<file path="src/rtl/snake_pkg.sv">
// Shared snake-game definitions: grid extents, fruit-table word layout and
// the fruit spawner state encoding.
package snake_pkg;

   localparam int GRID_ROWS = 15;
   localparam int GRID_COLS = 21;

   localparam int FRUIT_DEPTH  = 31;
   localparam int FRUIT_ADDR_W = 5;

   localparam int ROW_W   = 4;
   localparam int COL_W   = 5;
   localparam int POS_W   = ROW_W + COL_W + 1;
   localparam int POS_LSB = 4;
   localparam int POS_MSB = POS_LSB + POS_W - 1;

   // Top bit is reserved and must read as zero for a usable entry.
   typedef struct packed {
      logic             rsvd;
      logic [ROW_W-1:0] row;
      logic [COL_W-1:0] col;
   } fruit_pos_t;

   typedef enum logic [2:0] {
      SP_IDLE,
      SP_FETCH,
      SP_CHECK,
      SP_QUERY,
      SP_FULL
   } spawn_state_e;

endpackage

</file>
<file path="src/rtl/fruit_spawner.sv">
// Walks the fruit position table, rejecting off-grid or snake-covered cells,
// and presents the accepted fruit to the display and score path.
module fruit_spawner
   import snake_pkg::*;
#(
   parameter int TABLE_DEPTH = FRUIT_DEPTH,
   parameter int ADDR_W      = FRUIT_ADDR_W,
   parameter int MAX_ROW     = GRID_ROWS - 1,
   parameter int MAX_COL     = GRID_COLS - 1
) (
   input  logic              clk,
   input  logic              rst,
   input  logic [31:0]       fruit_next,
   output logic [ADDR_W-1:0] fruit_addr,
   input  logic              eat,
   output logic              occ_req,
   output logic [ROW_W-1:0]  occ_row,
   output logic [COL_W-1:0]  occ_col,
   input  logic              occ_ack,
   input  logic              occ_hit,
   output logic              fruit_valid,
   output logic [ROW_W-1:0]  fruit_row,
   output logic [COL_W-1:0]  fruit_col,
   output logic [7:0]        spawn_count,
   output logic              board_full
);

   localparam int TRY_W = $clog2(TABLE_DEPTH);

   spawn_state_e      state_q, state_d;
   logic [ADDR_W-1:0] addr_q, addr_d;
   fruit_pos_t        cand_q, cand_d;
   logic [TRY_W-1:0]  tries_q, tries_d;
   logic              req_q, req_d;
   logic [ROW_W-1:0]  orow_q, orow_d;
   logic [COL_W-1:0]  ocol_q, ocol_d;
   logic              fv_q, fv_d;
   logic [ROW_W-1:0]  frow_q, frow_d;
   logic [COL_W-1:0]  fcol_q, fcol_d;
   logic [7:0]        cnt_q, cnt_d;
   logic              full_q, full_d;
   logic              reject;
   logic              unused_bits;

   function automatic logic pos_ok(input fruit_pos_t p);
      return !p.rsvd
         && (int'(p.row) <= MAX_ROW)
         && (int'(p.col) <= MAX_COL);
   endfunction

   function automatic logic [ADDR_W-1:0] next_addr(
      input logic [ADDR_W-1:0] a
   );
      return (a == ADDR_W'(TABLE_DEPTH - 1)) ? '0 : a + ADDR_W'(1);
   endfunction

   assign unused_bits = ^{fruit_next[31:POS_MSB+1],
                          fruit_next[POS_LSB-1:0]};

   always_comb begin
      state_d = state_q;
      addr_d  = addr_q;
      cand_d  = cand_q;
      tries_d = tries_q;
      req_d   = req_q;
      orow_d  = orow_q;
      ocol_d  = ocol_q;
      fv_d    = fv_q;
      frow_d  = frow_q;
      fcol_d  = fcol_q;
      cnt_d   = cnt_q;
      full_d  = full_q;
      reject  = 1'b0;
      unique case (state_q)
         SP_IDLE: begin
            if (eat) begin
               fv_d    = 1'b0;
               addr_d  = next_addr(addr_q);
               tries_d = '0;
               state_d = SP_FETCH;
            end
         end
         SP_FETCH: begin
            cand_d  = fruit_pos_t'(fruit_next[POS_MSB:POS_LSB]);
            state_d = SP_CHECK;
         end
         SP_CHECK: begin
            if (pos_ok(cand_q)) begin
               req_d   = 1'b1;
               orow_d  = cand_q.row;
               ocol_d  = cand_q.col;
               state_d = SP_QUERY;
            end else begin
               reject = 1'b1;
            end
         end
         SP_QUERY: begin
            if (occ_ack) begin
               req_d = 1'b0;
               if (occ_hit) begin
                  reject = 1'b1;
               end else begin
                  frow_d  = cand_q.row;
                  fcol_d  = cand_q.col;
                  fv_d    = 1'b1;
                  cnt_d   = cnt_q + 8'd1;
                  state_d = SP_IDLE;
               end
            end
         end
         SP_FULL: begin
            fv_d  = 1'b0;
            req_d = 1'b0;
         end
         default: state_d = SP_FETCH;
      endcase
      // A full lap of rejects means no free cell is reachable.
      if (reject) begin
         if (tries_q == TRY_W'(TABLE_DEPTH - 1)) begin
            full_d  = 1'b1;
            state_d = SP_FULL;
         end else begin
            tries_d = tries_q + TRY_W'(1);
            addr_d  = next_addr(addr_q);
            state_d = SP_FETCH;
         end
      end
   end

   always_ff @(posedge clk) begin
      if (rst) begin
         state_q <= SP_FETCH;
         addr_q  <= '0;
         cand_q  <= '0;
         tries_q <= '0;
         req_q   <= 1'b0;
         orow_q  <= '0;
         ocol_q  <= '0;
         fv_q    <= 1'b0;
         frow_q  <= '0;
         fcol_q  <= '0;
         cnt_q   <= '0;
         full_q  <= 1'b0;
      end else begin
         state_q <= state_d;
         addr_q  <= addr_d;
         cand_q  <= cand_d;
         tries_q <= tries_d;
         req_q   <= req_d;
         orow_q  <= orow_d;
         ocol_q  <= ocol_d;
         fv_q    <= fv_d;
         frow_q  <= frow_d;
         fcol_q  <= fcol_d;
         cnt_q   <= cnt_d;
         full_q  <= full_d;
      end
   end

   assign fruit_addr  = addr_q;
   assign occ_req     = req_q;
   assign occ_row     = orow_q;
   assign occ_col     = ocol_q;
   assign fruit_valid = fv_q;
   assign fruit_row   = frow_q;
   assign fruit_col   = fcol_q;
   assign spawn_count = cnt_q;
   assign board_full  = full_q;

endmodule

</file>
<file path="config.mk">
export PLATFORM = sky130hd
export DESIGN_NAME = fruit_spawner
export DESIGN_NICKNAME = d
export VERILOG_FILES = /design/src/rtl/snake_pkg.sv /design/src/rtl/fruit_spawner.sv
export SDC_FILE = /design/constraint.sdc
export NUM_CORES = 1
export LEC_CHECK = 0
export ABC_AREA = 0
export BUFFER_PORTS_ARGS = -buffer_cell sky130_fd_sc_hd__buf_4
export CORE_AREA = 3 3 71 73
export DETAILED_ROUTE_END_ITERATION = 16
export DIE_AREA = 0 0 74 76
export GPL_ROUTABILITY_DRIVEN = 0
export PLACE_DENSITY = 0.77
export SLEW_MARGIN = 5
export SYNTH_ARGS = -nofsm -noshare
export SYNTH_HDL_FRONTEND = slang
export SYNTH_SLANG_ARGS = --single-unit
</file>
<file path="constraint.sdc">
create_clock -name clk -period 1.8 [get_ports clk]
set_input_delay 0.27 -clock clk [delete_from_list [all_inputs] [get_ports clk]]
set_output_delay 0.27 -clock clk [all_outputs]
set_load 0.03 [all_outputs]
</file>
# Yosys cells after proc, flatten, opt, wreduce, memory -nomap -nowiden
# Cells that the tools add are included.
# word_totals
ff_bits,52
input_bits,37
rom_bits,0
wordCells,74
out_inout_bits,34
mem_count,0
latch_bits,0
mem_bits_rw,0
# op_classes
n_div,0
n_bitwise,1
n_reduce_logical,12
magnitude_cmp,2
add_sub_neg,3
n_shift,0
multipliers,0
mux,27
n_eq_ne,15
# ops
cell,n
5-bit 2-to-1 mux,9
3-bit 2-to-1 mux,6
3-bit one-hot mux with 5 select lines,1
3-bit inequality test (second input constant),4
5-bit by 1-bit adder with 5-bit output (second input constant),2
5-bit == test (second input constant),2
2-bit inequality test (second input constant),5
8-bit by 1-bit adder with 8-bit output (second input constant),1
1-bit 2-to-1 mux,8
3-bit by 2-bit == test with 1-bit output (second input constant),2
1-bit one-hot mux with 3 select lines,2
3-bit AND reduction,2
3-bit nonzero test,2
5-bit less-or-equal comparator (second input constant),1
5-bit AND reduction,1
4-bit less-or-equal comparator (second input constant),1
2-bit AND reduction,2
4-bit AND reduction,1
3-bit by 1-bit == test with 1-bit output (second input constant),1
3-bit == test (second input constant),1
3-bit logical NOT,1
1-bit logical AND,2
1-bit one-hot mux with 2 select lines,1
1-bit logical NOT,1
1-bit NOT,1

# Depth between registers and ports, before layout
# Gate-level depths: netlist (run 1).
# logic_depth
ltp_word,7
mapped_depth,8
mapped_depth_nobuf,7

# Worst setup path before layout (run 1)
# OpenSTA, ideal clock, no wires.
# synth_timing
kind,register to register
startpoint,reg tries_q[0]
endpoint,"reg addr_q[4], in the netlist fruit_addr[4]"
period_less_slack_ps,1635
path_stages_with_launch,9
path_slack_ps,165
required_ps,1683
arrival_time_ps,1517
setup_ps,117
path_cell_list,dfxtp_1 > inv_1 > ha_1 > nand4_1 > nand2_1 > o21ai_2 > buf_6 > o2111ai_1 > a32o_1
# synth_via
elab_chain_len,3
# synth_rtl
item,line,text
start: declaration,fruit_spawner.sv:33,"logic [TRY_W-1:0] tries_q, tries_d;"
start signal: assignment,fruit_spawner.sv:148,tries_q <= tries_d;
5-bit == test,fruit_spawner.sv:119,if (tries_q == TRY_W'(TABLE_DEPTH - 1)) begin
5-bit 2-to-1 mux,fruit_spawner.sv:119,
5-bit 2-to-1 mux,fruit_spawner.sv:118,if (reject) begin
end signal: assignment,fruit_spawner.sv:146,addr_q <= addr_d;
end: declaration,fruit_spawner.sv:31,"logic [ADDR_W-1:0] addr_q, addr_d;"
# No other way between the ends.
# A chain may end at the register's enable or synchronous reset.

# Worst setup path after layout (run 1)
# layout_timing
startpoint,reg tries_q[0]
endpoint,"reg addr_q[2], in the netlist fruit_addr[2]"
# Same word-level chain as after synthesis.

==> results of run 1 <==
-- stage by stage --
step	instances	TNS (ns)	total power (uW)	area, sq um
after floorplan	248	0	1460	2200
after global placement	347	0	1550	2650
after detailed placement	347	0	1560	2650
after CTS	355	0	2370	2760
after global routing	355	-0.0627	2460	2780
final	355	0	2340	2780
-- routing by layer --
metal  track usage [%]  wire length (microns)  vias to the layer above  part of all wire [%]
met2              26.8                   2240                       41                    48
met4              4.35                     19                        0                  0.41
met1              23.5                   2160                      876                    46
li1                  -                      -                      962                     -
met5                 0                      0                        -                     0
met3              4.75                    245                        2                   5.2
-- worst max-delay path, stage by stage, from the launching register on --
cell and delay (ns):
dfxtp_1 0.32, inv_1 0.07, ha_1 0.15, nand4_1 0.20, a31oi_1 0.32, o21ai_4 0.15
buf_4 0.18, a21oi_1 0.16, nor3_1 0.07
-- placed cells by master, fill, tap and decap left out, drive strengths merged, types with 6 or more instances in the layout --
cell,Yosys,layout
a21oi,19,19
nand2,34,34
nor2,41,41
inv,6,7
mux2i,21,21
buf,6,59
dfxtp,52,52
nor3,9,9
o21ai,6,6
-- registers in the layout, indices dropped and copies added (netlist names) --
signal	flops
state_q	3
occ_req	1
cand_q	10
occ_col	5
fruit_valid	1
fruit_row	4
fruit_col	5
board_full	1
spawn_count	8
occ_row	4
fruit_addr	5
tries_q	5
-- power breakdown --
group	internal, uW	switching (uW)
clock	419	386
sequential	1190	45.7
combinational	133	167
total	1740	599
-- cells by family after synthesis --
logic type | Yosys count | synth area share, %
AO/OA/AOI/OAI | 44 | 13.2
XOR/XNOR | 6 | 2.38
adder cells (fa/ha/maj) | 5 | 2.84
buffers and inverters | 18 | 4.20
flip-flops | 52 | 47.2
multiplexers | 21 | 9.54
AND/OR/NAND/NOR | 102 | 20.6
-- path summary, 6_finish.rpt --
kind              endpoint  cells after the start
max reg2reg  fruit_addr[2]                      8
min reg2reg     board_full                      2
max          fruit_addr[2]                      8
min              cand_q[4]                      3
-- repair_timing --
item | 4_1_cts | 5_1_grt
endpoints found under the setup margin | 0 | 10
endpoints found under the hold margin | 0 | 0
gates resized for setup | 0 | 6
-- final cells by class --
type | count | area share, %
multi-input cells | 178 | 39.3
flip-flops and latches | 52 | 37.5
repair buffers | 59 | 15.9
clock buffers | 5 | 2.47
well taps | 52 | 2.34
clock inverters | 3 | 1.66
inverters | 6 | 0.809
==> results.md, run 1 <==
- Post-DRT Antenna Nets: 0
- Tcrit/Tclk final: 95.9%
- RSZ-0062 raised after global routing: yes
- CTS H-Tree Depth: 2
- Final Util: 63.0%
- Root Driver: clkbuf_8
- Global route total overflow: 0
- Initial antenna violation count: 0
- Die W: 74 microns
- Yosys warnings: 0
- Fill cell count: 381
- Reg-to-reg slack, setup: 0.07 ns
- Worst endpoint required time: 1.98 ns
- Max transition margin: 71.2%
- Die span in y: 76 microns
- Final Setup Violations: 0
- Largest area contributor in the netlist: dfxtp_1
- Share of the synthesized area in the top cell type: 47.2%
- Hold violation count in the final report: 0
- Count of cell types in the netlist: 44
- Cells after Synth: 248
- Buffers added on ports: 48
- N_diodes: 0
- WP data arrival: 1.91 ns
- DP HPWL: 3410 microns
- Total GRT Usage: 17.2%
- Post-layout nets: 344
- DRC: 0
- Final min period: 1.73 ns
- Clk_lat worst skew: 0.31 ns
- RR Startpoint: tries_q[0]
- Core area: 0.00441 sq mm
- Worst setup startpoint: tries_q[0]
- Setup slack after layout: 0.0745 ns
- Number of detailed-routing iterations run before antenna repair: 4
- Share of layout cells above drive strength 1: 25.4%
- WS Path Type: reg -> reg
- Seq/Total Area, Yosys: 47.2%
- Mapped Avg Cell Area: 8.88 sq um
- Placement row count: 24
- Run status: complete, no violations
- Leakage power: 0.00123 uW
- Hold_buf cts: 0
- Asr flop ratio synth: 0%
- Num CTS Buffers: 5
- I/O pins: 71
- FF+latch count, synth: 52
- Pre-CTS setup slack: 0.0790 ns
- Detailed Route Iter0 Violations: 92
- Main synth FF type: dfxtp_1
- CTS tree: built
- Multi-input gate area: 0.00109 sq mm
- Worst-Margin Slew: 0.425 ns
- Setup crit end kind: flip-flop
- Commonest cells post-synth: dfxtp_1 (52), nor2_1 (41), nand2_1 (34)
- Post-Syn Area: 0.00220 sq mm
- Top post-synthesis cells by area: dfxtp_1 (47%), mux2i_1 (9.5%), nor2_1 (7.0%)
- Largest net degree at the start of global routing: 31
- Max-slew violation count: 0
- Max-Cap Viols: 0
- Initial Utilization: 49.9%
- Clk sink count: 52
- Startpoint types: flip-flop
- Fmax: 0.580 GHz
- Area growth from synthesis to layout: 26.3%
- Clock-pin slew on the worst setup and hold paths: 0.10 ns
- First-pass GRT wire length: 7790 microns
- Worst Hold Class: in -> reg
- Most frequent cell after synthesis: dfxtp_1
- Post-CTS setup buffers: 0
- Vias in the first global route: 1715
- Register Area: 0.00104 sq mm
- Critical hold path startpoint: fruit_next[8]
- Post-synth EDFFs: 0
- Clk_skew: 0.00993 ns
- Syn_nets: 290
- Routed wire length: 4670 microns
- Crit-path max FO: 8
- Peak supply drop: 0.000633 V
- Vias per cell: 5.30
- DR vias: 1881
- Die area: 0.00562 sq mm
- Clock Tree Buf Depth: 2
- Power per Cell Area: 842 mW/mm^2
- Fin Hold WS: 0.188 ns
- DR WL/cell: 13.2 microns
Note: power is estimated with default switching activity, not from simulation.
==> inputs of run 2 (changes only) <==
--- a/config.mk
+++ b/config.mk
@@ -7,9 +7,9 @@
 export LEC_CHECK = 0
 export ABC_AREA = 0
 export BUFFER_PORTS_ARGS = -buffer_cell sky130_fd_sc_hd__buf_4
-export CORE_AREA = 3 3 71 73
+export CORE_AREA = 4 4 72 74
 export DETAILED_ROUTE_END_ITERATION = 16
-export DIE_AREA = 0 0 74 76
+export DIE_AREA = 0 0 76 78
 export GPL_ROUTABILITY_DRIVEN = 0
 export PLACE_DENSITY = 0.77
 export SLEW_MARGIN = 5
==> run 2 against run 1 <==
Against the previous run: cell count up 1.7%; critical endpoint unchanged; utilization down 1.7 points; critical path type unchanged; sequential power about the same; flip-flop and latch count unchanged; fmax up 2.3%; routed wire length up 3.4%; via count up 0.43%.
==> results.md, run 2 (synthesis results as in run 1) <==
- Share of layout cells above drive strength 1: 26.4% (+0.97 points)
- Clk_skew: 0.00881 ns (-0.00111 ns)
- Clock Tree Buf Depth: 2 (unchanged)
- I/O pins: 71 (unchanged)
- Area growth from synthesis to layout: 27.9%
- Hold_buf cts: 0 (unchanged)
- DRC: 0 (unchanged)
- Detailed Route Iter0 Violations: 85 (-7.6%)
- PnR Total Power: 2350 uW (+0.29%)
- Core area: 0.00460 sq mm (+4.2%)
- Commonest non-fill, non-tap cell in the layout: buf_4
- Total GRT Usage: 16.6% (-0.63 points)
- Final Setup Violations: 0 (unchanged)
- Max transition margin: 68.4% (-2.8 points)
- Setup crit end kind: flip-flop
- Fmax: 0.593 GHz (+2.3%)
- Global route total overflow: 0 (unchanged)
- Peak supply drop: 0.000812 V (+28%)
- Die span in y: 78 microns (+2.6%)
- Placement row count: 25 (+4.2%)
- Crit-path max FO: 7 (-1)
- Run status: complete, no violations
- Final min period: 1.69 ns (-0.0382 ns)
- N_diodes: 0 (unchanged)
- Root Driver: clkbuf_8
- CTS H-Tree Depth: 2 (unchanged)
- Num CTS Buffers: 5 (unchanged)
- Post-DRT Antenna Nets: 0 (unchanged)
- DR vias: 1889 (+0.43%)
- Most frequent cells in the layout: buf_4 (62), dfxtp_1 (51), nor2_1 (41), nand2_1 (33), mux2i_1 (21)
- Max-Cap Viols: 0 (unchanged)
- Power per Cell Area: 834 mW/mm^2 (-1.0%)
- First-pass GRT wire length: 8160 microns (+4.8%)
- WS Path Type: reg -> reg
- Clk sink count: 52 (unchanged)
- Die W: 76 microns (+2.7%)
- WP data arrival: 1.86 ns (-0.05 ns)
- Vias in the first global route: 1794 (+4.6%)
- Top reg by flops: cand_q
- Setup TNS: 0 ns (unchanged)
- Worst Hold Class: in -> reg
- Initial Utilization: 47.9% (-2.0 points)
- Max-slew violation count: 0 (unchanged)
- Hold violation count in the final report: 0 (unchanged)
- Largest net degree at the start of global routing: 39 (+26%)
- Initial antenna violation count: 0 (unchanged)
- Die area: 0.00593 sq mm (+5.4%)
- Leakage power: 0.00125 uW (+1.8%)
- Vias per cell: 5.23 (-1.2%)
- RSZ-0062 raised after global routing: yes
- Worst endpoint required time: 1.98 ns (about the same)
- Max reg flops: 10 (unchanged)
- Buffers added on ports: 48 (unchanged)
- Startpoint types: flip-flop
- Clk_lat worst skew: 0.30 ns (about the same)
- Final Util: 61.3% (-1.7 points)
- DR WL/cell: 13.4 microns (+1.7%)
- Number of detailed-routing iterations run before antenna repair: 4 (unchanged)
- Worst-Margin Slew: 0.467 ns (+0.0418 ns)
- CTS tree: built
- Post-layout nets: 348 (+1.2%)
- Clock-pin slew on the worst setup and hold paths: 0.10 ns (about the same)
- Tcrit/Tclk final: 93.7% (-2.1 points)
- DP HPWL: 3440 microns (+0.93%)
- Routed wire length: 4830 microns (+3.4%)
[run 2: layer usage]
metal	vias up	global-route usage, %	share of wire [%]	wire length, microns
met5	-	0	0	0
met4	0	4.80	1.2	57
met3	6	5.80	5.6	271
met2	36	27.3	48	2320
met1	877	20.4	45	2180
li1	970	-	-	-
[run 2: per-stage QoR]
step                      cell area (sq um)  hold WS, ns  worst slack [ns]  std cells
after floorplan                        2200        0.417             0.165        248
after global placement                 2660        0.438             0.123        350
after detailed placement               2660        0.441             0.102        350
after CTS                              2770        0.191            0.0505        358
after global routing                   2820        0.196           -0.0138        361
final                                  2820        0.201             0.113        361
[run 2: path summary, 6_finish.rpt]
kind / slack (ns) / end / startpoint / cells past startpoint
worst min register to register: 0.46 / board_full / board_full / 2
worst max register to register: 0.11 / fruit_addr[2] / tries_q[1] / 7
worst max-delay path: 0.11 / fruit_addr[2] / tries_q[1] / 7
worst min-delay path: 0.20 / cand_q[0] / fruit_next[4] / 3
[run 2: cell type report]
class | instances | area, sq um
fill | 425 | 1780
multi-input combinational | 178 | 1100
sequential | 52 | 1040
timing repair buffer | 63 | 477
clock buffer | 6 | 72.6
tap | 54 | 67.6
clock inverter | 2 | 38.8
inverter | 6 | 22.5
[run 2: critical path: stages (launching register included)]
cell     delay, ns
dfxtp_1       0.39
ha_1          0.16
nand4_1       0.22
a31oi_2       0.31
o21ai_4       0.13
buf_4         0.15
a21oi_1       0.15
nor3_1        0.06
[run 2: timing repair]
action                     in CTS  in global routing
gates resized for setup         0                  8
setup endpoints to repair       0                 10
buffers inserted                0                  3
hold endpoints to repair        0                  0
[run 2: where the power goes]
| group | internal [uW] | switching, uW |
|---|---|---|
| logic | 146 | 173 |
| registers | 1190 | 44.4 |
| clock network | 420 | 374 |
| total | 1760 | 592 |
==> inputs of run 3 (changes only) <==
--- a/config.mk
+++ b/config.mk
@@ -5,11 +5,11 @@
 export SDC_FILE = /design/constraint.sdc
 export NUM_CORES = 1
 export LEC_CHECK = 0
-export ABC_AREA = 0
+export ABC_AREA = 1
 export BUFFER_PORTS_ARGS = -buffer_cell sky130_fd_sc_hd__buf_4
-export CORE_AREA = 4 4 72 74
+export CORE_AREA = 4 4 73 75
 export DETAILED_ROUTE_END_ITERATION = 16
-export DIE_AREA = 0 0 76 78
+export DIE_AREA = 0 0 77 79
 export GPL_ROUTABILITY_DRIVEN = 0
 export PLACE_DENSITY = 0.77
 export SLEW_MARGIN = 5
==> run 3 against run 2 <==
Against the previous run: via count increased by 14%; utilization decreased by 0.82 points; sequential power increased by 14%; routed wire length increased by 5.1%; total power increased by 22%; clock power decreased by 17%; setup slack improved by 0.13 ns; count of clock-buffer cells in the layout decreased by 1; sequential share of layout area about the same.
==> results.md, run 3 <==
- R2R depth: 9 (+2)
- Max-slew violation count: 0 (unchanged)
- Post-CTS setup buffers: 0 (unchanged)
- Worst-Margin Slew: 0.358 ns (-0.109 ns)
- Area growth from synthesis to layout: 22.6%
- Initial Utilization: 49.3% (+1.4 points)
- Detailed Route Iter0 Violations: 92 (+8.2%)
- CP max stage cell: dfxtp_1
- Main synth FF type: dfxtp_1
- Share of the synthesized area in the top cell type: 45.3% (-2.0 points)
- Seq/Total Area, Yosys: 45.3% (-2.0 points)
- DR WL/cell: 11.9 microns (-11%)
- PnR Total Power: 2870 uW (+22%)
- Startpoint types: flip-flop
- Die area: 0.00608 sq mm (+2.6%)
- Critical hold path startpoint: occ_ack
- Total GRT Usage: 17.9% (+1.3 points)
- Clk_skew: 0.00831 ns (-0.000501 ns)
- Buffers added on ports: 48 (unchanged)
- Leakage power: 0.00128 uW (+2.5%)
- Max-Cap Viols: 0 (unchanged)
- Reg-to-reg slack, setup: 0.24 ns (+0.13 ns)
- Pre-CTS setup slack: 0.188 ns (+0.0862 ns)
- FF+latch count, synth: 52 (unchanged)
- Vias per cell: 5.06 (-3.2%)
- Share of layout cells above drive strength 1: 19.8% (-6.5 points)
- Die span in y: 79 microns (+1.3%)
- Initial antenna violation count: 0 (unchanged)
- Hold_buf cts: 0 (unchanged)
- Commonest non-fill, non-tap cell in the layout: nor2_1
- Commonest cells post-synth: nor2_1 (56), dfxtp_1 (52), nand2_1 (49)
- RR Startpoint: state_q[1]
- Power per Cell Area: 1020 mW/mm^2 (+22%)
- Setup slack after layout: 0.243 ns (+0.130 ns)
- Post-layout nets: 414 (+19%)
- Synth Area in Compound Gates: 17.4% (+4.1 points)
- Mapped Avg Cell Area: 7.14 sq um (-20%)
- Setup TNS: 0 ns (unchanged)
- I/O pins: 71 (unchanged)
- Die W: 77 microns (+1.3%)
- Most frequent cell after synthesis: nor2_1
- Global route total overflow: 0 (unchanged)
- Max reg flops: 10 (unchanged)
- CTS H-Tree Depth: 2 (unchanged)
- Clk_lat worst skew: 0.31 ns (about the same)
- Largest area contributor in the netlist: dfxtp_1
- Core area: 0.00466 sq mm (+1.4%)
- Top post-synthesis cells by area: dfxtp_1 (45%), nor2_1 (9.1%), o21ai_0 (8.9%)
- Register Area: 0.00104 sq mm (-0.12%)
- Clock Tree Buf Depth: 2 (unchanged)
- Number of detailed-routing iterations run before antenna repair: 4 (unchanged)
- Setup crit end kind: flip-flop
- Post-synth EDFFs: 0 (unchanged)
- Max transition margin: 76.1% (+7.7 points)
- Routed wire length: 5080 microns (+5.1%)
- CP Cell Sequence: nand2_1 -> nor2_4 -> nand2_4 -> inv_2 -> nand3_1 -> nor3_4 -> nand3_1 -> nand2_1 -> nor2_1
- Reg2reg end: spawn_count[7]
- Final Setup Violations: 0 (unchanged)
- Worst Hold Class: in -> reg
- Placement row count: 25 (unchanged)
- Fill cell count: 460 (+8.2%)
- Root Driver: clkbuf_8
- Peak supply drop: 0.000610 V (-25%)
- RSZ-0062 raised after global routing: no
- Xor and xnor area share after synthesis: 0.381% (-2.0 points)
- Hold-critical path depth: 2 (-1)
- Clock-pin slew on the worst setup and hold paths: 0.09 ns (about the same)
- Count of cell types in the netlist: 28 (-36%)
- Worst setup startpoint: state_q[1]
- Final min period: 1.56 ns (-0.130 ns)
- Mux share of post-synthesis cell area: 0% (-9.5 points)
- Fmax: 0.642 GHz (+8.3%)
- Multi-input gate area: 0.00107 sq mm (-2.2%)
- Placed cells: 419 (+20%)
- Cells after Synth: 322 (+30%)
- # resized after CTS: 0 (unchanged)
- Tcrit/Tclk final: 86.5% (-7.2 points)
- Final std cells w/o fill: 427 (+18%)
- CP max stage delay: 0.41 ns (+0.02 ns)
- Largest net degree at the start of global routing: 21 (-46%)
- DP HPWL: 3730 microns (+8.4%)
- CTS tree: built
- Post-Syn Area: 0.00230 sq mm (+4.3%)
- N_diodes: 0 (unchanged)
- Num CTS Buffers: 5 (unchanged)
- Asr flop ratio synth: 0% (unchanged)
- Top reg by flops: cand_q
- Post-Synth Adder-Cell Area: 2.72% (-0.12 points)
- Clk sink count: 52 (unchanged)
- Main combinational cell family by area after synthesis: simple AND/OR/NAND/NOR gates
- Most frequent cells in the layout: nor2_1 (56), buf_4 (53), dfxtp_1 (52), nand2_1 (49), o21ai_0 (41)
- Worst endpoint required time: 2.00 ns (+0.02 ns)
- DR vias: 2162 (+14%)
- Crit-path max FO: 14 (+7)
- Final Util: 60.5% (-0.82 points)
- Post-DRT Antenna Nets: 0 (unchanged)
- Yosys warnings: 0 (unchanged)
- Hold violation count in the final report: 0 (unchanged)
- Syn_nets: 364 (+26%)
- Worst Hold End: occ_req
- First-pass GRT wire length: 8850 microns (+8.4%)
- Run status: complete, no violations
- WS Path Type: reg -> reg
- DRC: 0 (unchanged)
- WP data arrival: 1.76 ns (-0.10 ns)
- Vias in the first global route: 2036 (+13%)
- Post-Synth Simple-Gate Area: 25.6% (+5.0 points)
==> run 3: cells by family (layout without fill, tap and decap cells) <==
kind of cell	Yosys count	in the layout
buf+inv	50	101
compound gates	77	77
xor+xnor	1	1
flops	52	52
fa+ha+maj	5	5
simple gates	137	137
==> run 3: stage by stage <==
step / cell area, sq um / hold slack, ns
3_5_place_dp: 2720 / 0.437
4_1_cts: 2800 / 0.147
6_report: 2820 / 0.161
2_1_floorplan: 2300 / 0.373
5_1_grt: 2820 / 0.149
3_3_place_gp: 2720 / 0.432
==> run 3: power breakdown <==
group,leakage (uW),total [uW],internal [uW],switching (uW)
sequential,0.000424,1410,1290,122
clock,0.0000479,657,272,385
combinational,0.000812,798,292,507
==> run 3: final cells by class <==
cell class              instances  share of cell area, %
inverters                      40                   5.33
repair buffers                 53                   14.1
clock buffers                   5                   2.44
multi-input cells             220                   38.1
flip-flops and latches         52                   36.9
clock inverters                 3                  0.666
well taps                      54                   2.40
==> run 3: metal layers <==
layer,up-vias,global-route usage (%),part of all wire [%]
li1,1134,-,-
met3,7,3.51,3.3
met2,43,32.0,49
met4,0,6.76,1.6
met1,978,21.4,46
met5,-,0,0
==> run 3: worst max-delay path by stage <==
stage | cells after the start | endpoint
final | 9 | spawn_count[7]
after floorplan | 9 | fruit_addr[4]
after global placement | 8 | fruit_addr[1]
after CTS | 8 | fruit_addr[1]
after global routing | 11 | fruit_addr[1]
after detailed placement | 8 | fruit_addr[1]
==> run 3: worst max-delay path, delay by kind of cell (launching register included) <==
kind	cells	cell delay [ns]
buffers and inverters	1	0.08
flip-flops	1	0.41
AND/OR/NAND/NOR	8	0.96
